File: src/rtl/alu_predictor_stream_if.sv
// Operation and result streams of the ALU predictor, both valid/ready.
// The predictor uses the slave view; the bench or stimulus side uses master.
interface alu_predictor_stream_if #(
  parameter int unsigned DATA_W = 8
);
  logic                  op_valid;
  logic                  op_ready;
  logic [2:0]            op_code;
  logic [DATA_W-1:0]     op_a;
  logic [DATA_W-1:0]     op_b;
  logic                  res_valid;
  logic                  res_ready;
  logic [2*DATA_W-1:0]   res_data;

  modport master (
    output op_valid, op_code, op_a, op_b, res_ready,
    input  op_ready, res_valid, res_data
  );

  modport slave (
    input  op_valid, op_code, op_a, op_b, res_ready,
    output op_ready, res_valid, res_data
  );
endinterface

File: src/rtl/alu_predictor_stream.sv
// Expected-result generator for TinyALU: computes each op's result with
// multi-cycle mul timing and queues it in a first-word-fall-through FIFO.
module alu_predictor_stream #(
  parameter int unsigned DATA_W  = 8,
  parameter int unsigned MUL_LAT = 3,
  parameter int unsigned DEPTH   = 4,
  parameter int unsigned CNT_W   = 16
) (
  input  logic                 clk,
  input  logic                 reset_n,
  alu_predictor_stream_if.slave bus,
  output logic                 err_bad_op,
  output logic [2:0]           err_op,
  output logic [CNT_W-1:0]     op_count,
  output logic [CNT_W-1:0]     res_count
);

  localparam int unsigned ResW = 2 * DATA_W;
  localparam int unsigned PtrW = (DEPTH > 1) ? $clog2(DEPTH) : 1;
  localparam int unsigned FcW  = $clog2(DEPTH) + 1;
  localparam int unsigned LatW = $clog2(MUL_LAT + 1);

  localparam logic [2:0] OpNop = 3'd0;
  localparam logic [2:0] OpAdd = 3'd1;
  localparam logic [2:0] OpAnd = 3'd2;
  localparam logic [2:0] OpXor = 3'd3;
  localparam logic [2:0] OpMul = 3'd4;

  typedef enum logic {StIdle, StExec} state_e;

  state_e              state_q, state_d;
  logic [LatW-1:0]     lat_q, lat_d;
  logic [2:0]          code_q, code_d;
  logic [DATA_W-1:0]   a_q, a_d;
  logic [DATA_W-1:0]   b_q, b_d;

  logic [ResW-1:0]     mem_q [DEPTH];
  logic [PtrW-1:0]     wr_ptr_q, rd_ptr_q;
  logic [FcW-1:0]      fifo_cnt_q;
  logic [ResW-1:0]     last_q;

  logic                err_bad_q;
  logic [2:0]          err_op_q;
  logic [CNT_W-1:0]    op_cnt_q;
  logic [CNT_W-1:0]    res_cnt_q;

  logic                accept, legal, push, pop;
  logic [ResW-1:0]     result;

  assign bus.op_ready = (state_q == StIdle) && (fifo_cnt_q < FcW'(DEPTH));
  assign accept       = bus.op_valid && bus.op_ready;
  assign legal        = (bus.op_code <= OpMul);
  assign pop          = (fifo_cnt_q != '0) && bus.res_ready;

  assign bus.res_valid = (fifo_cnt_q != '0);
  // When empty, keep presenting the most recently popped entry.
  assign bus.res_data  = bus.res_valid ? mem_q[rd_ptr_q] : last_q;

  assign err_bad_op = err_bad_q;
  assign err_op     = err_op_q;
  assign op_count   = op_cnt_q;
  assign res_count  = res_cnt_q;

  always_comb begin
    state_d = state_q;
    lat_d   = lat_q;
    code_d  = code_q;
    a_d     = a_q;
    b_d     = b_q;
    push    = 1'b0;
    case (state_q)
      StIdle: begin
        if (accept) begin
          code_d = bus.op_code;
          a_d    = bus.op_a;
          b_d    = bus.op_b;
          if (bus.op_code == OpAdd || bus.op_code == OpAnd || bus.op_code == OpXor) begin
            state_d = StExec;
            lat_d   = LatW'(1);
          end else if (bus.op_code == OpMul) begin
            state_d = StExec;
            lat_d   = LatW'(MUL_LAT);
          end
        end
      end
      StExec: begin
        lat_d = lat_q - LatW'(1);
        if (lat_q == LatW'(1)) begin
          push    = 1'b1;
          state_d = StIdle;
        end
      end
      default: state_d = StIdle;
    endcase
  end

  always_comb begin
    result = '0;
    case (code_q)
      OpAdd:   result = ResW'(a_q) + ResW'(b_q);
      OpAnd:   result = ResW'(a_q & b_q);
      OpXor:   result = ResW'(a_q ^ b_q);
      OpMul:   result = ResW'(a_q) * ResW'(b_q);
      default: result = '0;
    endcase
  end

  always_ff @(posedge clk or negedge reset_n) begin
    if (!reset_n) begin
      state_q <= StIdle;
      lat_q   <= '0;
      code_q  <= OpNop;
      a_q     <= '0;
      b_q     <= '0;
    end else begin
      state_q <= state_d;
      lat_q   <= lat_d;
      code_q  <= code_d;
      a_q     <= a_d;
      b_q     <= b_d;
    end
  end

  // Push and pop may coincide at any occupancy; push never sees a full FIFO.
  always_ff @(posedge clk or negedge reset_n) begin
    if (!reset_n) begin
      for (int i = 0; i < int'(DEPTH); i++) begin
        mem_q[i] <= '0;
      end
      wr_ptr_q   <= '0;
      rd_ptr_q   <= '0;
      fifo_cnt_q <= '0;
      last_q     <= '0;
    end else begin
      if (push) begin
        mem_q[wr_ptr_q] <= result;
        wr_ptr_q        <= wr_ptr_q + PtrW'(1);
      end
      if (pop) begin
        rd_ptr_q <= rd_ptr_q + PtrW'(1);
        last_q   <= mem_q[rd_ptr_q];
      end
      case ({push, pop})
        2'b10:   fifo_cnt_q <= fifo_cnt_q + FcW'(1);
        2'b01:   fifo_cnt_q <= fifo_cnt_q - FcW'(1);
        default: fifo_cnt_q <= fifo_cnt_q;
      endcase
    end
  end

  always_ff @(posedge clk or negedge reset_n) begin
    if (!reset_n) begin
      err_bad_q <= 1'b0;
      err_op_q  <= 3'd0;
      op_cnt_q  <= '0;
      res_cnt_q <= '0;
    end else begin
      if (accept) begin
        op_cnt_q <= op_cnt_q + CNT_W'(1);
      end
      if (pop) begin
        res_cnt_q <= res_cnt_q + CNT_W'(1);
      end
      if (accept && !legal && !err_bad_q) begin
        err_bad_q <= 1'b1;
        err_op_q  <= bus.op_code;
      end
    end
  end

endmodule

File: src/flat_wrapper.sv
// flat-port wrapper written by rule: the top's interface ports become plain ports
module alu_predictor_stream_flat 
#(
  parameter int unsigned DATA_W  = 8,
  parameter int unsigned MUL_LAT = 3,
  parameter int unsigned DEPTH   = 4,
  parameter int unsigned CNT_W   = 16
)
  (clk, reset_n, err_bad_op, err_op, op_count, res_count, bus_op_valid, bus_op_code, bus_op_a, bus_op_b, bus_res_ready, bus_op_ready, bus_res_valid, bus_res_data);
  alu_predictor_stream_if #(.DATA_W(DATA_W)) bus_i ();
  input  logic clk;
  input  logic reset_n;
  output logic err_bad_op;
  output logic [2:0] err_op;
  output logic [CNT_W-1:0] op_count;
  output logic [CNT_W-1:0] res_count;
  input wire logic [$bits(bus_i.op_valid)-1:0] bus_op_valid;
  input wire logic [$bits(bus_i.op_code)-1:0] bus_op_code;
  input wire logic [$bits(bus_i.op_a)-1:0] bus_op_a;
  input wire logic [$bits(bus_i.op_b)-1:0] bus_op_b;
  input wire logic [$bits(bus_i.res_ready)-1:0] bus_res_ready;
  output wire logic [$bits(bus_i.op_ready)-1:0] bus_op_ready;
  output wire logic [$bits(bus_i.res_valid)-1:0] bus_res_valid;
  output wire logic [$bits(bus_i.res_data)-1:0] bus_res_data;
  assign bus_i.op_valid = bus_op_valid;
  assign bus_i.op_code = bus_op_code;
  assign bus_i.op_a = bus_op_a;
  assign bus_i.op_b = bus_op_b;
  assign bus_i.res_ready = bus_res_ready;
  assign bus_op_ready = bus_i.op_ready;
  assign bus_res_valid = bus_i.res_valid;
  assign bus_res_data = bus_i.res_data;
  alu_predictor_stream #(.DATA_W(DATA_W), .MUL_LAT(MUL_LAT), .DEPTH(DEPTH), .CNT_W(CNT_W)) u_core (.clk(clk), .reset_n(reset_n), .bus(bus_i), .err_bad_op(err_bad_op), .err_op(err_op), .op_count(op_count), .res_count(res_count));
endmodule
File: config.mk
export PLATFORM = sky130hd
export DESIGN_NAME = alu_predictor_stream_flat
export DESIGN_NICKNAME = d
export VERILOG_FILES = /design/src/rtl/alu_predictor_stream_if.sv /design/src/rtl/alu_predictor_stream.sv /design/src/flat_wrapper.sv
export SDC_FILE = /design/constraint.sdc
export NUM_CORES = 1
export LEC_CHECK = 0
export CORE_UTILIZATION = 42
export DETAILED_ROUTE_END_ITERATION = 8
export SLEW_MARGIN = 20
export SYNTH_ARGS = -nofsm -noshare
export SYNTH_HDL_FRONTEND = slang
export SYNTH_SLANG_ARGS = --single-unit
File: constraint.sdc
create_clock -name clk -period 5.3 [get_ports clk]
set_input_delay 1.325 -clock clk [delete_from_list [all_inputs] [get_ports clk]]
set_output_delay 1.325 -clock clk [all_outputs]
set_load 0.02 [all_outputs]
==> flow_summary.ini, run 1 <==
[die]
fp.dieW_um = 146.9
start_util = 0.4318
die_h_um = 146.9
coreArea_um2 = 20430
io_pins = 77
die_area_um2 = 21590
row_count = 52

[global_routing]
grt.total_usage = 0.1810
grt_max_degree = 145
grt_use_met2 = 0.2716
antenna_found_initial = 0
first_global_vias = 6056
use_met1 = 0.2661
grt.busiest_layer = met2
grt_pass1_wl_um = 31130
overflow = 0
grt_use_met3 = 0.03168

[setup_path]
crit_family = adder cells
cpMostUsedCell = fa_1
crit_chain = and2_1 > fa_1 > fa_1 > fa_1 > inv_1 > fa_1 > inv_1 > ha_1 > a21o_1 > a21oi_1 > o22ai_1 > a311o_1 > xnor2_1 > o31ai_1
start_kind = register
critPathMaxStageDelay_ns = 0.54
slowest_stage = fa_1
cp_max_fo = 9
crit_buf_inv = 2
rrSetupSlack_ns = 0.55
crit_type = reg -> reg
cp_data_arrival_time_ns = 5.02
end_kind = register
worstPathRequired_ns = 5.58

[run]
maxCapViolations = 0

[synth]
yosysSeqAreaShare = 0.4113
synth_edf_count = 0
synth.top_cell.area_share = 0.4113
netlist_instances = 853
synth-seq-cells = 145
ys_top_cells_by_area = dfrtp_1 41%, fa_1 8.6%, ha_1 7.4%
syn_nets = 966
synth_common_cells = 155 x nand2_1, 145 x dfrtp_1, 69 x inv_1
ys_async_sr_fraction = 1.000
avgSynthCellArea_um2 = 10.34
yosys.area.top_type = dfrtp_1
ys_types = 53
synthFlopType = dfrtp_1
synth_area_um2 = 8821
yosysWarnings = 0
yosysMostFrequentCell = nand2_1

[timing]
rsz0062_at_grt = no
period_share = 0.8955
clock.fmax_mhz = 210.7
setup_violations = 0
slew_viol_final = 0
hold_violations = 0
period_needed_ns = 4.746
slew_headroom = 0.4449
fin_worst_skew_ns = 0.01184
tightest_slew_ns = 0.8327
fin_setup_tns_ns = 0

[clock_tree]
clock-sinks = 145
clock_path_buffers = 2
worstSkewPairLatency_ns = 0.42
cts_setup_buffers = 0
clk_pin_slew_worst_paths_ns = 0.07
post_cts_resize_count = 0
cts_root_buf = clkbuf_16
cts_hold_buf = 0
cts-htree-levels = 4
cts_tree = built
cts_buffers = 17

[route]
drt_first_pass_iters = 5
dr_total_vias = 6085
drc = 0
drt_iter0_markers = 231
wl_um = 18040
postRouteAntennaNets = 0
drt-vias-per-instance = 5.046
wl_per_cell_um = 14.96

[layout]
final-seq-area_um2 = 3628
drive_gt1_frac = 0.1068
syn2layout_area_growth_pct = 17.99
layout.nets = 1036
insertedDiodeCount = 0
multi_input_area_um2 = 4788
fillerInstances = 1920

[outcome]
status = complete, no violations

[placement]
gp_congestion = 0.8441
io_buffer_count = 76
hpwl_um = 13000

[hold_path]
hold_path_class = reg -> reg
logic make-up (layout without fill, tap and decap cells):
logic type                 count (synthesis)  in the layout  share of synthesized area
and+or+nand+nor                          274            274                     0.1443
buffers and inverters                    102            185                    0.04638
DFF                                      145            145                     0.4113
AOI/OAI and AO/OA                        130            130                    0.09078
xor gates and xnor gates                  53             53                    0.05262
adders and majority gates                 90             90                     0.1600
muxes                                     59             59                    0.09461
sequential cells by signal, indices dropped and copies added (netlist names):
name               flops
u_core.mem_q          64
u_core.last_q         16
u_core.op_count       16
u_core.res_count      16
u_core.a_q             8
u_core.b_q             8
u_core.code_q          3
u_core.err_op          3
u_core.fifo_cnt_q      3
u_core.lat_q           2
u_core.rd_ptr_q        2
u_core.wr_ptr_q        2
u_core.err_bad_op      1
u_core.state_q         1
final timing paths:
kind                                             startpoint  cells past startpoint                               end
setup / recovery                  u_core.a_q[2]$_DFFE_PN0P_                     14      u_core.mem_q[46]$_DFFE_PN0P_
hold / removal             u_core.res_count[15]$_DFFE_PN0P_                      1  u_core.res_count[15]$_DFFE_PN0P_
setup reg to reg                  u_core.a_q[2]$_DFFE_PN0P_                     14      u_core.mem_q[46]$_DFFE_PN0P_
hold reg to reg            u_core.res_count[15]$_DFFE_PN0P_                      1  u_core.res_count[15]$_DFFE_PN0P_
max in group asynchronous                           reset_n                      2         u_core.b_q[3]$_DFFE_PN0P_
min in group asynchronous                           reset_n                      1     u_core.last_q[14]$_DFFE_PN0P_
placed cells by master (no fill, tap or decap), types with 3 or more instances in the layout:
cell type        count
xnor2_1             34
nand4_1              7
and2_1              42
inv_6                4
nand2_1            155
a21oi_1             16
fa_1                38
o21ai_1              4
nor2_1              24
mux2i_1              8
and3_1               6
a211oi_1             3
a22o_1               6
clkbuf_16           17
clkinv_2             5
nand2b_1             4
o31ai_1             15
inv_1               69
mux2_2              35
dfrtp_1            145
inv_8                3
a21o_1               7
o21ai_0             55
mux4_2              16
o22ai_1              6
xor2_1              19
nand3_1             20
a31oi_1              3
buf_4                6
clkdlybuf4s50_1     75
ha_1                52
cell type report:
type,count,share of cell area
inverters,70,0.02537
well taps,270,0.03246
multi-input cells,606,0.4601
clock inverters,14,0.01178
clock buffers,18,0.04220
flip-flops and latches,145,0.3486
repair buffers,83,0.07947
stage by stage:
| stage | setup WS [ns] | utilization | instances | cell area [um^2] | hold slack [ns] |
|---|---|---|---|---|---|
| floorplan | 0.9211 | - | 853 | 8821 | 0.4418 |
| global placement | 0.6501 | 0.4819 | 1174 | 9846 | 0.4526 |
| detailed placement | 0.5707 | 0.4819 | 1174 | 9846 | 0.4582 |
| CTS | 0.5570 | 0.5094 | 1206 | 10410 | 0.4747 |
| global route | 0.2459 | 0.5094 | 1206 | 10410 | 0.4922 |
| finish | 0.5540 | 0.5094 | 1206 | 10410 | 0.4696 |
metal layers:
layer	vias up	share of wire
li1	3029	-
met1	2928	0.51
met2	115	0.45
met3	13	0.032
met4	0	0.010
met5	-	0
Power of run 1 is not shown: default switching activity piles up to over one toggle a cycle in this logic, so the estimate is an artifact.
==> run 2, diff against run 1 <==
REMOVE_ABC_BUFFERS = 1   (was unset)
==> run 2 against run 1 <==
Clock skew fell by 0.0030 ns. Hold slack got worse by 0.0068 ns. Flip-flop and latch count did not move. Die area did not move. Via count fell by 0.67%. Routed wire length rose by 1.9%. Cell count did not move. Maximum frequency rose by 0.32%. Worst setup slack improved by 0.015 ns. Design area barely moved. Sequential share of layout area barely moved. First-iteration DRC count rose by 28%.
==> flow_summary.ini, run 2 (synthesis gave the netlist of run 1 again) <==
[clock_tree]
cts-htree-levels = 4
cts_setup_buffers = 0
cts_hold_buf = 0
clk_pin_slew_worst_paths_ns = 0.06
cts_buffers = 17
cts_root_buf = clkbuf_16
worstSkewPairLatency_ns = 0.43
cts_tree = built
post_cts_resize_count = 0
clock-sinks = 145
clock_path_buffers = 2

[die]
die_h_um = 146.9
die_area_um2 = 21590
io_pins = 77
start_util = 0.4318
coreArea_um2 = 20430
row_count = 52
fp.dieW_um = 146.9

[setup_path]
crit_chain = ha_1 > fa_1 > fa_1 > fa_1 > inv_1 > fa_1 > inv_1 > ha_1 > inv_1 > o221ai_1 > a31oi_1 > and3_1 > o21ai_0 > o21ai_0
crit_type = reg -> reg
crit_family = adder cells
slowest_stage = fa_1
end_kind = register
cp_max_fo = 9
critPathMaxStageDelay_ns = 0.60
cp_data_arrival_time_ns = 5.02
crit_buf_inv = 3
cpMostUsedCell = fa_1
worstPathRequired_ns = 5.59
start_kind = register

[route]
wl_per_cell_um = 15.24
drt_iter0_markers = 296
drc = 0
postRouteAntennaNets = 0
dr_total_vias = 6044
drt_first_pass_iters = 4
drt-vias-per-instance = 5.012
wl_um = 18380

[timing]
period_needed_ns = 4.731
whs_ns = 0.4628
rsz0062_at_grt = no
fin_setup_tns_ns = 0
hold_violations = 0
tightest_slew_ns = 0.8422
setup_violations = 0
period_share = 0.8927
clock.fmax_mhz = 211.4
slew_viol_final = 0
fin_worst_skew_ns = 0.008869
slew_headroom = 0.4385

[hold_path]
hold_path_class = reg -> reg

[layout]
final-seq-area_um2 = 3628
fillerInstances = 1898
fin_util = 0.5094
final_area_um2 = 10410
final_cell_mix = 155 x nand2_1, 145 x dfrtp_1, 75 x clkdlybuf4s50_1
final_common_cell = nand2_1
largest-register = u_core.mem_q
multi_input_area_um2 = 4788
insertedDiodeCount = 0
layout.nets = 1037
largest_reg_flops = 64
syn2layout_area_growth_pct = 17.97
drive_gt1_frac = 0.1058

[placement]
gp_congestion = 0.8500
io_buffer_count = 76
hpwl_um = 13130
placed_area_um2 = 9841

[global_routing]
grt_max_degree = 89
grt_use_met3 = 0.03137
grt.total_usage = 0.1826
grt.busiest_layer = met2
antenna_found_initial = 0
first_global_vias = 6074
use_met1 = 0.2634
grt_use_met2 = 0.2801
grt_pass1_wl_um = 31240
overflow = 0

[run]
maxCapViolations = 0

[outcome]
status = complete, no violations
run 2: final cells by class:
type                    count  area share
multi-input cells         606      0.4601
flip-flops and latches    145      0.3487
repair buffers             84     0.07900
clock buffers              19     0.04256
well taps                 270     0.03246
inverters                  70     0.02537
clock inverters            12     0.01178
run 2: path summary, 6_finish.rpt:
path                                               from                            end  slack, ns  cells after the start
setup / recovery              u_core.b_q[4]$_DFFE_PN0P_   u_core.mem_q[63]$_DFFE_PN0P_       0.57                     14
hold / removal             u_core.err_op[2]$_DFFE_PN0P_   u_core.err_op[2]$_DFFE_PN0P_       0.46                      2
setup reg to reg              u_core.b_q[4]$_DFFE_PN0P_   u_core.mem_q[63]$_DFFE_PN0P_       0.57                     14
hold reg to reg            u_core.err_op[2]$_DFFE_PN0P_   u_core.err_op[2]$_DFFE_PN0P_       0.46                      2
max in group asynchronous                       reset_n  u_core.err_bad_op$_DFFE_PN0P_       3.38                      2
min in group asynchronous                       reset_n   u_core.mem_q[61]$_DFFE_PN0P_       0.95                      1
run 2: tightest hold or removal path, cell delays in order, from the launching register on:
cell and delay [ns]:
dfrtp_1 0.34, inv_1 0.04, o31ai_1 0.05
run 2: routing by layer:
| layer | up-vias | part of all wire |
|---|---|---|
| li1 | 3020 | - |
| met1 | 2896 | 0.51 |
| met2 | 104 | 0.45 |
| met3 | 24 | 0.031 |
| met4 | 0 | 0.015 |
| met5 | - | 0 |
run 2: per-stage QoR:
stage | std cells | setup WS (ns)
after floorplan | 821 | 0.8747
after global placement | 1175 | 0.6474
after detailed placement | 1175 | 0.5822
after CTS | 1206 | 0.5718
after global routing | 1206 | 0.2837
final | 1206 | 0.5689
Power of run 2 is left out for the same reason.
